[config.mk]
export PLATFORM = sky130hd
export DESIGN_NAME = telemetry_rx
export DESIGN_NICKNAME = d
export VERILOG_FILES = /design/src/rtl/telemetry_rx.sv
export SDC_FILE = /design/constraint.sdc
export NUM_CORES = 1
export LEC_CHECK = 0
export BUFFER_PORTS_ARGS = -buffer_cell sky130_fd_sc_hd__buf_2
export CAP_MARGIN = 40
export CELL_PAD_IN_SITES_DETAIL_PLACEMENT = 1
export CELL_PAD_IN_SITES_GLOBAL_PLACEMENT = 2
export CORE_MARGIN = 2
export CORE_UTILIZATION = 37
export CTS_CLUSTER_SIZE = 28
export DETAILED_ROUTE_END_ITERATION = 8
export PLACE_DENSITY_LB_ADDON = 0.3
export SETUP_SLACK_MARGIN = 0.5
export SLEW_MARGIN = 20
export SYNTH_ARGS = -nofsm -noshare
export SYNTH_HDL_FRONTEND = slang
export SYNTH_SLANG_ARGS = --single-unit
[constraint.sdc]
create_clock -name clk -period 2.5 [get_ports clk]
set_input_delay 0.5 -clock clk [delete_from_list [all_inputs] [get_ports clk]]
set_output_delay 0.5 -clock clk [all_outputs]
set_load 0.01 [all_outputs]
[src/rtl/telemetry_rx.sv]
// telemetry_rx: 8N1 UART receiver and packet reassembler for the eBike
// telemetry stream (AA 55 header, then 12-bit batt/curr/torque).
module telemetry_rx #(
  parameter int BAUD_DIV = 2604
) (
  input  logic        clk,
  input  logic        rst_n,
  input  logic        RX,
  output logic [11:0] batt,
  output logic [11:0] curr,
  output logic [11:0] torque,
  output logic        vld,
  output logic        frm_err
);

  localparam int CW = $clog2(BAUD_DIV + 1);
  localparam logic [CW-1:0] HALF = CW'(BAUD_DIV / 2);
  localparam logic [CW-1:0] FULL = CW'(BAUD_DIV);

  typedef enum logic {
    B_IDLE,
    B_RCV
  } bit_st_t;

  typedef enum logic [1:0] {
    P_HDR1,
    P_HDR2,
    P_DATA
  } pkt_st_t;

  logic          r_rx_s1;
  logic          r_rx_s2;
  bit_st_t       r_bst;
  logic [CW-1:0] r_cnt;
  logic [3:0]    r_bits;
  logic [7:0]    r_shift;
  logic          r_frm_err;

  pkt_st_t       r_pst;
  logic [2:0]    r_idx;
  logic [3:0]    r_b_hi;
  logic [7:0]    r_b_lo;
  logic [3:0]    r_c_hi;
  logic [7:0]    r_c_lo;
  logic [3:0]    r_t_hi;
  logic [11:0]   r_batt;
  logic [11:0]   r_curr;
  logic [11:0]   r_torque;
  logic          r_vld;

  logic [CW-1:0] w_cnt_nxt;
  logic          w_tick;
  logic          w_stop;
  logic          w_byte_ok;
  logic          w_byte_bad;

  assign w_cnt_nxt  = r_cnt - CW'(1);
  assign w_tick     = (r_bst == B_RCV) && (w_cnt_nxt == '0);
  assign w_stop     = w_tick && (r_bits == 4'd9);
  assign w_byte_ok  = w_stop && r_rx_s2;
  assign w_byte_bad = w_stop && !r_rx_s2;

  always_ff @(posedge clk or negedge rst_n) begin
    if (!rst_n) begin
      r_rx_s1 <= 1'b1;
      r_rx_s2 <= 1'b1;
    end else begin
      r_rx_s1 <= RX;
      r_rx_s2 <= r_rx_s1;
    end
  end

  always_ff @(posedge clk or negedge rst_n) begin
    if (!rst_n) begin
      r_bst     <= B_IDLE;
      r_cnt     <= '0;
      r_bits    <= '0;
      r_shift   <= '0;
      r_frm_err <= 1'b0;
    end else begin
      r_frm_err <= 1'b0;
      unique case (r_bst)
        B_IDLE: begin
          if (!r_rx_s2) begin
            r_bst  <= B_RCV;
            r_cnt  <= HALF;
            r_bits <= '0;
          end
        end
        B_RCV: begin
          if (!w_tick) begin
            r_cnt <= w_cnt_nxt;
          end else begin
            r_cnt  <= FULL;
            r_bits <= r_bits + 4'd1;
            unique case (1'b1)
              (r_bits == 4'd0): begin
                if (r_rx_s2)
                  r_bst <= B_IDLE;
              end
              (r_bits == 4'd9): begin
                r_bst     <= B_IDLE;
                r_frm_err <= !r_rx_s2;
              end
              default: begin
                r_shift <= {r_rx_s2, r_shift[7:1]};
              end
            endcase
          end
        end
      endcase
    end
  end

  // Bytes are consumed on the stop-sample edge, so vld lands one clock later.
  always_ff @(posedge clk or negedge rst_n) begin
    if (!rst_n) begin
      r_pst    <= P_HDR1;
      r_idx    <= '0;
      r_b_hi   <= '0;
      r_b_lo   <= '0;
      r_c_hi   <= '0;
      r_c_lo   <= '0;
      r_t_hi   <= '0;
      r_batt   <= '0;
      r_curr   <= '0;
      r_torque <= '0;
      r_vld    <= 1'b0;
    end else begin
      r_vld <= 1'b0;
      if (w_byte_bad) begin
        r_pst <= P_HDR1;
        r_idx <= '0;
      end else if (w_byte_ok) begin
        unique case (r_pst)
          P_HDR1: begin
            if (r_shift == 8'hAA)
              r_pst <= P_HDR2;
          end
          P_HDR2: begin
            unique case (1'b1)
              (r_shift == 8'h55): begin
                r_pst <= P_DATA;
                r_idx <= '0;
              end
              (r_shift == 8'hAA): r_pst <= P_HDR2;
              default:            r_pst <= P_HDR1;
            endcase
          end
          P_DATA: begin
            r_idx <= r_idx + 3'd1;
            unique case (r_idx)
              3'd0: r_b_hi <= r_shift[3:0];
              3'd1: r_b_lo <= r_shift;
              3'd2: r_c_hi <= r_shift[3:0];
              3'd3: r_c_lo <= r_shift;
              3'd4: r_t_hi <= r_shift[3:0];
              default: begin
                r_batt   <= {r_b_hi, r_b_lo};
                r_curr   <= {r_c_hi, r_c_lo};
                r_torque <= {r_t_hi, r_shift};
                r_vld    <= 1'b1;
                r_pst    <= P_HDR1;
                r_idx    <= '0;
              end
            endcase
          end
          default: r_pst <= P_HDR1;
        endcase
      end
    end
  end

  assign batt    = r_batt;
  assign curr    = r_curr;
  assign torque  = r_torque;
  assign vld     = r_vld;
  assign frm_err = r_frm_err;

endmodule

==> impl_metrics.yaml, run 1 <==
worst_hold_path:
  hold_class: "in -> async"
timing:
  setup_violations: 76
  timing.fmax_ghz: 0.3780
  relSlewSlack_pct: 56.60
  finalWorstSetupSlack_ns: -0.1456
  rsz0062_at_grt: "true"
  post-route-period-util_pct: 105.8
  fin_setup_tns_ns: -7.039
  slew_violations: 0
  finalHoldViolCount: 0
  worstMarginPinSlew_ns: 0.6441
  finalClockSkew_ns: 0.008792
  fin_crit_ns: 2.646
routing:
  drt_pass1_iterations: 4
  num_vias: 3242
  drt-total-wl_um: 12220
  ant_nets: 0
  avgViaCountPerCell: 5.376
  avgRoutedWirePerCell_um: 20.27
  drc: 0
  first_iter_violations: 153
power:
  power_frac_clock_pct: 46.5
  power_frac_comb_pct: 1.5
  powerDensity_nw_per_um2: 494.9
  pwr-share-seq_pct: 52.0
  power_switching_mw: 0.6688
  p_int_mw: 2.386
  sw_frac_of_total_pct: 21.89
  vdd_ir_drop_max_uv: 303.8
  p_leak_nw: 3.049
clocking:
  htreeDepth: 3
  numCtsBuffers: 9
  clock_latency_ns: 0.35
  cts_sinks: 98
  path_clk_slew_ns: 0.07
  clockBufferDepth: 2
  cts_hold_buf: 0
  clockRootBuffer: "clkbuf_16"
  cts_tree: "done"
synth:
  synthesis.nets: 379
  synthXorXnorAreaFrac_pct: 0.7701
  yosys-mux-area-fraction_pct: 18.73
  yosys_most_used_dff: "dfrtp_1"
  synthAdderAreaFrac_pct: 2.750
  synth_compound_area_share_pct: 6.793
  synth_top_family_by_area: "multiplexers"
  synth_edf_count: 0
  synth_area_um2: 4549
  synthArstFlopShare_pct: 100.0
  synth-simple-area-share_pct: 13.86
  synth_seq_cells: 98
  avgSynthCellArea_um2: 12.43
  synthCells: 366
  ys_seq_area_share_pct: 53.96
  synth_cell_types: 55
  yosys_warnings: 0
final_layout:
  synthToLayoutAreaGrowth_pct: 35.70
  post-route-util_pct: 51.40
  finalNetCount: 464
  design_area_um2: 6173
  drive_above_1_share_pct: 50.22
  layout_common_cells: "dfrtp_1 (96), mux2_4 (40), buf_2 (39), buf_4 (36), mux2_2 (33)"
  layout.cells.non_filler: 603
  n_antenna_cell: 0
  nFillCells: 1245
  layout_commonest_cell: "dfrtp_1"
setup_path:
  crit_path_start: "r_cnt[2]$_DFFE_PN0P_"
  required_ns: 2.74
  timing.rr.start: "r_cnt[2]$_DFFE_PN0P_"
  r2r_setup_slack_ns: -0.15
  reg2reg_depth: 9
  rr_endpoint: "batt[3]$_DFFE_PN0P_"
  end_kind: "flop"
  startpoint_type: "flop"
  arrival_ns: 2.89
  path_max_fanout: 6
  critPathKind: "reg -> reg"
place:
  placedInstanceArea_um2: 5255
  place_inst: 568
  dp_hpwl_um: 7445
  io_buffer_count: 40
  globalplace.congestion: 0.7623
  place_ws_ns: -0.1747
grt:
  grt_max_degree: 44
  first_global_vias: 3477
  grt_pass1_wl_um: 19210
  grt_antenna_before_repair: 0
  grt_overflow: 0
  grtUsageTotal_pct: 19.44
floorplan:
  die_area_um2: 13200
  die_w_um: 114.9
  fp.dieH_um: 114.9
  io_pins: 41
  core_um2: 12010
  fp-row-count: 40
  start_util_pct: 37.87
run_status:
  outcome: "finished, violations left"
  violations: "negative setup slack"
run:
  max_cap_violations: 0
==> what timing repair did <==
| action | 4_1_cts | 5_1_grt |
|---|---|---|
| cloned | 4 | 1 |
| buffers inserted | 9 | 5 |
| gates resized for setup | 63 | 19 |
| pin swaps | 16 | 5 |
| hold endpoints to repair | 0 | 0 |
| setup endpoints to repair | 91 | 91 |
==> routing by layer <==
metal / track usage, % / wire length (um)
met1: 25.24 / 5516
met2: 31.73 / 6169
met3: 3.163 / 268
met4: 9.558 / 267
met5: 0 / 0
==> metrics by stage <==
stage	power, mW	hold slack (ns)
floorplan	1.624	0.2044
global placement	1.665	0.3463
detailed placement	1.667	0.3478
CTS	3.095	0.1543
global route	3.157	0.1793
finish	3.055	0.1484
==> logic make-up (layout without fill, tap and decap cells) <==
logic type | Yosys count | after routing
AO/OA/AOI/OAI | 48 | 48
XOR/XNOR | 4 | 4
adder cells (fa/ha/maj) | 10 | 10
buffers and inverters | 34 | 124
flip-flops | 98 | 98
multiplexers | 76 | 76
AND/OR/NAND/NOR | 96 | 96
==> how the worst max path moves through the flow <==
stage	end	slack [ns]	depth (start not counted)
floorplan	r_idx[0]$_DFFE_PN0P_	-0.19	8
global placement	r_idx[1]$_DFFE_PN0P_	-0.09	7
detailed placement	r_idx[2]$_DFFE_PN0P_	-0.17	8
CTS	r_idx[2]$_DFFE_PN0P_	-0.02	7
global route	batt[10]$_DFFE_PN0P_	-0.24	9
finish	batt[3]$_DFFE_PN0P_	-0.15	9
==> power by group through the flow <==
stage               Clock (mW)  Combinational [mW]  Sequential [mW]
floorplan                    0             0.00479             1.62
global placement             0              0.0461             1.62
detailed placement           0              0.0473             1.62
CTS                       1.46              0.0480             1.59
global route              1.52              0.0531             1.59
finish                    1.42              0.0465             1.59
==> worst max-delay path, cell delays in order, from the launching register on <==
cell and delay [ns]:
dfrtp_1 0.41, buf_4 0.17, nor3_1 0.45, xor2_2 0.24, nor4_4 0.34, buf_4 0.17, nand4_4 0.11, buf_12 0.18
clkbuf_16 0.16, mux2_4 0.29
==> layout make-up <==
cell class,instances,area (um^2),share of cell area (%)
clock buffer,10,229.0,3.709
clock inverter,6,72.57,1.176
inverter,11,41.29,0.6688
multi-input combinational,234,2332,37.78
sequential,98,2455,39.76
tap,147,183.9,2.979
timing repair buffer,97,859.6,13.92
==> sequential cells by signal (all words and copies together), names as in the netlist <==
signal   flops
curr        12
r_rx_s1      1
r_bits       4
r_b_hi       4
r_bst        1
r_c_hi       4
torque      12
r_pst        2
vld          1
r_shift      8
r_rx_s2      1
batt        12
frm_err      1
r_b_lo       8
r_cnt       12
r_t_hi       4
r_idx        3
r_c_lo       8
==> cells in the mapped netlist, drive strengths merged, types with 8 or more instances <==
cell type | n | area, um^2
dfrtp | 96 | 2402
mux2 | 73 | 822.0
clkbuf | 16 | 60.06
nand2 | 16 | 60.06
a21oi | 11 | 55.05
inv | 11 | 41.29
o21ai | 11 | 55.05
ha | 10 | 125.1
nor2 | 10 | 37.54
a31oi | 9 | 56.30
nand4 | 9 | 83.83
nor3 | 8 | 51.30
No activity file was read; power rests on OpenSTA's default activity.
==> inputs of run 2 (changes only) <==
--- a/config.mk
+++ b/config.mk
@@ -10,10 +10,10 @@
 export CELL_PAD_IN_SITES_DETAIL_PLACEMENT = 1
 export CELL_PAD_IN_SITES_GLOBAL_PLACEMENT = 2
 export CORE_MARGIN = 2
-export CORE_UTILIZATION = 37
+export CORE_UTILIZATION = 28
 export CTS_CLUSTER_SIZE = 28
 export DETAILED_ROUTE_END_ITERATION = 8
-export PLACE_DENSITY_LB_ADDON = 0.3
+export PLACE_DENSITY_LB_ADDON = 0.1
 export SETUP_SLACK_MARGIN = 0.5
 export SLEW_MARGIN = 20
 export SYNTH_ARGS = -nofsm -noshare
==> run 2 against run 1 <==
  * The flow still finishes with violations (negative setup slack)
  * Register-to-register slack better by 0.11 ns
  * Hold slack worse by 0.070 ns
  * Via count down 1.9%
  * Clock-buffer cell count down 1
  * Largest power group unchanged
  * Design area down 3.6%
  * Critical endpoint is now r_idx[2]$_DFFE_PN0P_
==> impl_metrics.yaml, run 2 (synthesis gave the netlist of run 1 again) <==
setup_path:
  startpoint_type: "flop"
  reg2reg_depth: 7
  arrival_ns: 2.82
  required_ns: 2.78
  critPathKind: "reg -> reg"
  end_kind: "flop"
  path_max_fanout: 4
final_layout:
  regArea_um2: 2455
  layout_common_cells: "dfrtp_1 (96), mux2_2 (50), buf_2 (39), buf_4 (38), nand2_1 (16)"
  finalNetCount: 458
  synthToLayoutAreaGrowth_pct: 30.86
  drive_above_1_share_pct: 47.33
  layout_commonest_cell: "dfrtp_1"
  post-route-util_pct: 37.48
  design_area_um2: 5953
  nFillCells: 1748
  n_antenna_cell: 0
  multi_input_area_um2: 2193
run_status:
  violations: "negative setup slack"
  outcome: "finished, violations left"
floorplan:
  die_w_um: 131.5
  start_util_pct: 28.64
  fp-row-count: 46
  core_um2: 15890
  io_pins: 41
  fp.dieH_um: 131.5
  die_area_um2: 17280
place:
  globalplace.congestion: 0.7798
  io_buffer_count: 40
  dp_hpwl_um: 8159
  place_ws_ns: -0.2185
  placedInstanceArea_um2: 5351
routing:
  wl_met2_um: 5551
  drt_pass1_iterations: 4
  drt-total-wl_um: 11740
  ant_nets: 0
  avgViaCountPerCell: 4.775
  wl_met3_um: 244
  routed.top_layer: "met4"
  num_vias: 3180
  drc: 0
  avgRoutedWirePerCell_um: 17.63
  wl_met1_um: 5748
  first_iter_violations: 108
clocking:
  path_clk_slew_ns: 0.07
  numCtsBuffers: 9
  clockBufferDepth: 2
  cts_sinks: 98
  cts_tree: "done"
  htreeDepth: 3
  clock_latency_ns: 0.35
  cts_hold_buf: 0
  clockRootBuffer: "clkbuf_16"
timing:
  rsz0062_at_grt: "true"
  slew_violations: 0
  worstMarginPinSlew_ns: 0.5602
  relSlewSlack_pct: 62.26
  finalHoldViolCount: 0
  fin_crit_ns: 2.536
  setup_violations: 3
  fin_setup_tns_ns: -0.09525
  post-route-period-util_pct: 101.5
  finalClockSkew_ns: 0.008179
  hold_ws_ns: 0.07805
  finalWorstSetupSlack_ns: -0.03628
  timing.fmax_ghz: 0.3943
grt:
  first_global_vias: 3532
  grt_antenna_before_repair: 0
  grt_overflow: 0
  grt_pass1_wl_um: 19710
  grt_max_degree: 37
  grtUsageTotal_pct: 14.60
power:
  p_leak_nw: 2.868
  powerDensity_nw_per_um2: 511.4
  vdd_ir_drop_max_uv: 304.3
run:
  max_cap_violations: 0
worst_hold_path:
  hold_class: "in -> async"
[run 2: changes by cell type in the layout (fill, tap and decap cells not counted), moves of 3 or more]
cell / previous run / this run
mux2_4: 40 / 15
mux2_2: 33 / 50
mux2_1: 0 / 8
buf_16: 3 / 0
[run 2: where the power goes]
| group | internal, mW | switching, mW |
|---|---|---|
| Combinational | 0.00833 | 0.0391 |
| Sequential | 1.59 | 0.00116 |
| Clock | 0.711 | 0.699 |
| Total | 2.31 | 0.739 |
[run 2: layout make-up]
class / instances / area share, %
flip-flops and latches: 98 / 41.24
multi-input cells: 234 / 36.84
repair buffers: 91 / 11.60
well taps: 216 / 4.540
clock buffers: 9 / 3.783
clock inverters: 7 / 1.303
inverters: 11 / 0.6936
[run 2: worst paths after layout]
kind	startpoint	end	slack [ns]
max	r_cnt[1]$_DFFE_PN0P_	r_idx[2]$_DFFE_PN0P_	-0.04
min reg2reg	r_rx_s1$_DFF_PN1_	r_rx_s2$_DFF_PN1_	0.36
min	rst_n	r_bits[3]$_DFFE_PN0P_	0.08
max in group asynchronous	rst_n	r_rx_s1$_DFF_PN1_	1.70
min in group clk	RX	r_rx_s1$_DFF_PN1_	0.25
max reg2reg	r_cnt[1]$_DFFE_PN0P_	r_idx[2]$_DFFE_PN0P_	-0.04
[run 2: what timing repair did]
| action | 4_1_cts | 5_1_grt |
|---|---|---|
| hold endpoints to repair | 0 | 0 |
| endpoints found under the setup margin | 91 | 91 |
| setup buffers | 5 | 5 |
| pin swaps | 13 | 7 |
| resized for setup | 29 | 14 |
[run 2: layer usage]
metal / GRT usage, % / up-vias
met3: 2.045 / 14
met5: 0 / -
met4: 5.193 / 0
li1: - / 1491
met2: 23.41 / 34
met1: 20.17 / 1641
[run 2: per-stage QoR]
step,cells,power (mW)
final,666,3.045
after global routing,666,3.176
after CTS,661,3.108
after detailed placement,640,1.670
after global placement,640,1.669
after floorplan,366,1.624
[run 2: worst max-delay path, stage by stage, from the launching register on]
cell and delay, ns:
dfrtp_1 0.39, inv_2 0.08, ha_4 0.12, or3b_4 0.38, o31a_1 0.34, or4_4 0.47
or4b_4 0.54, o21ai_2 0.14
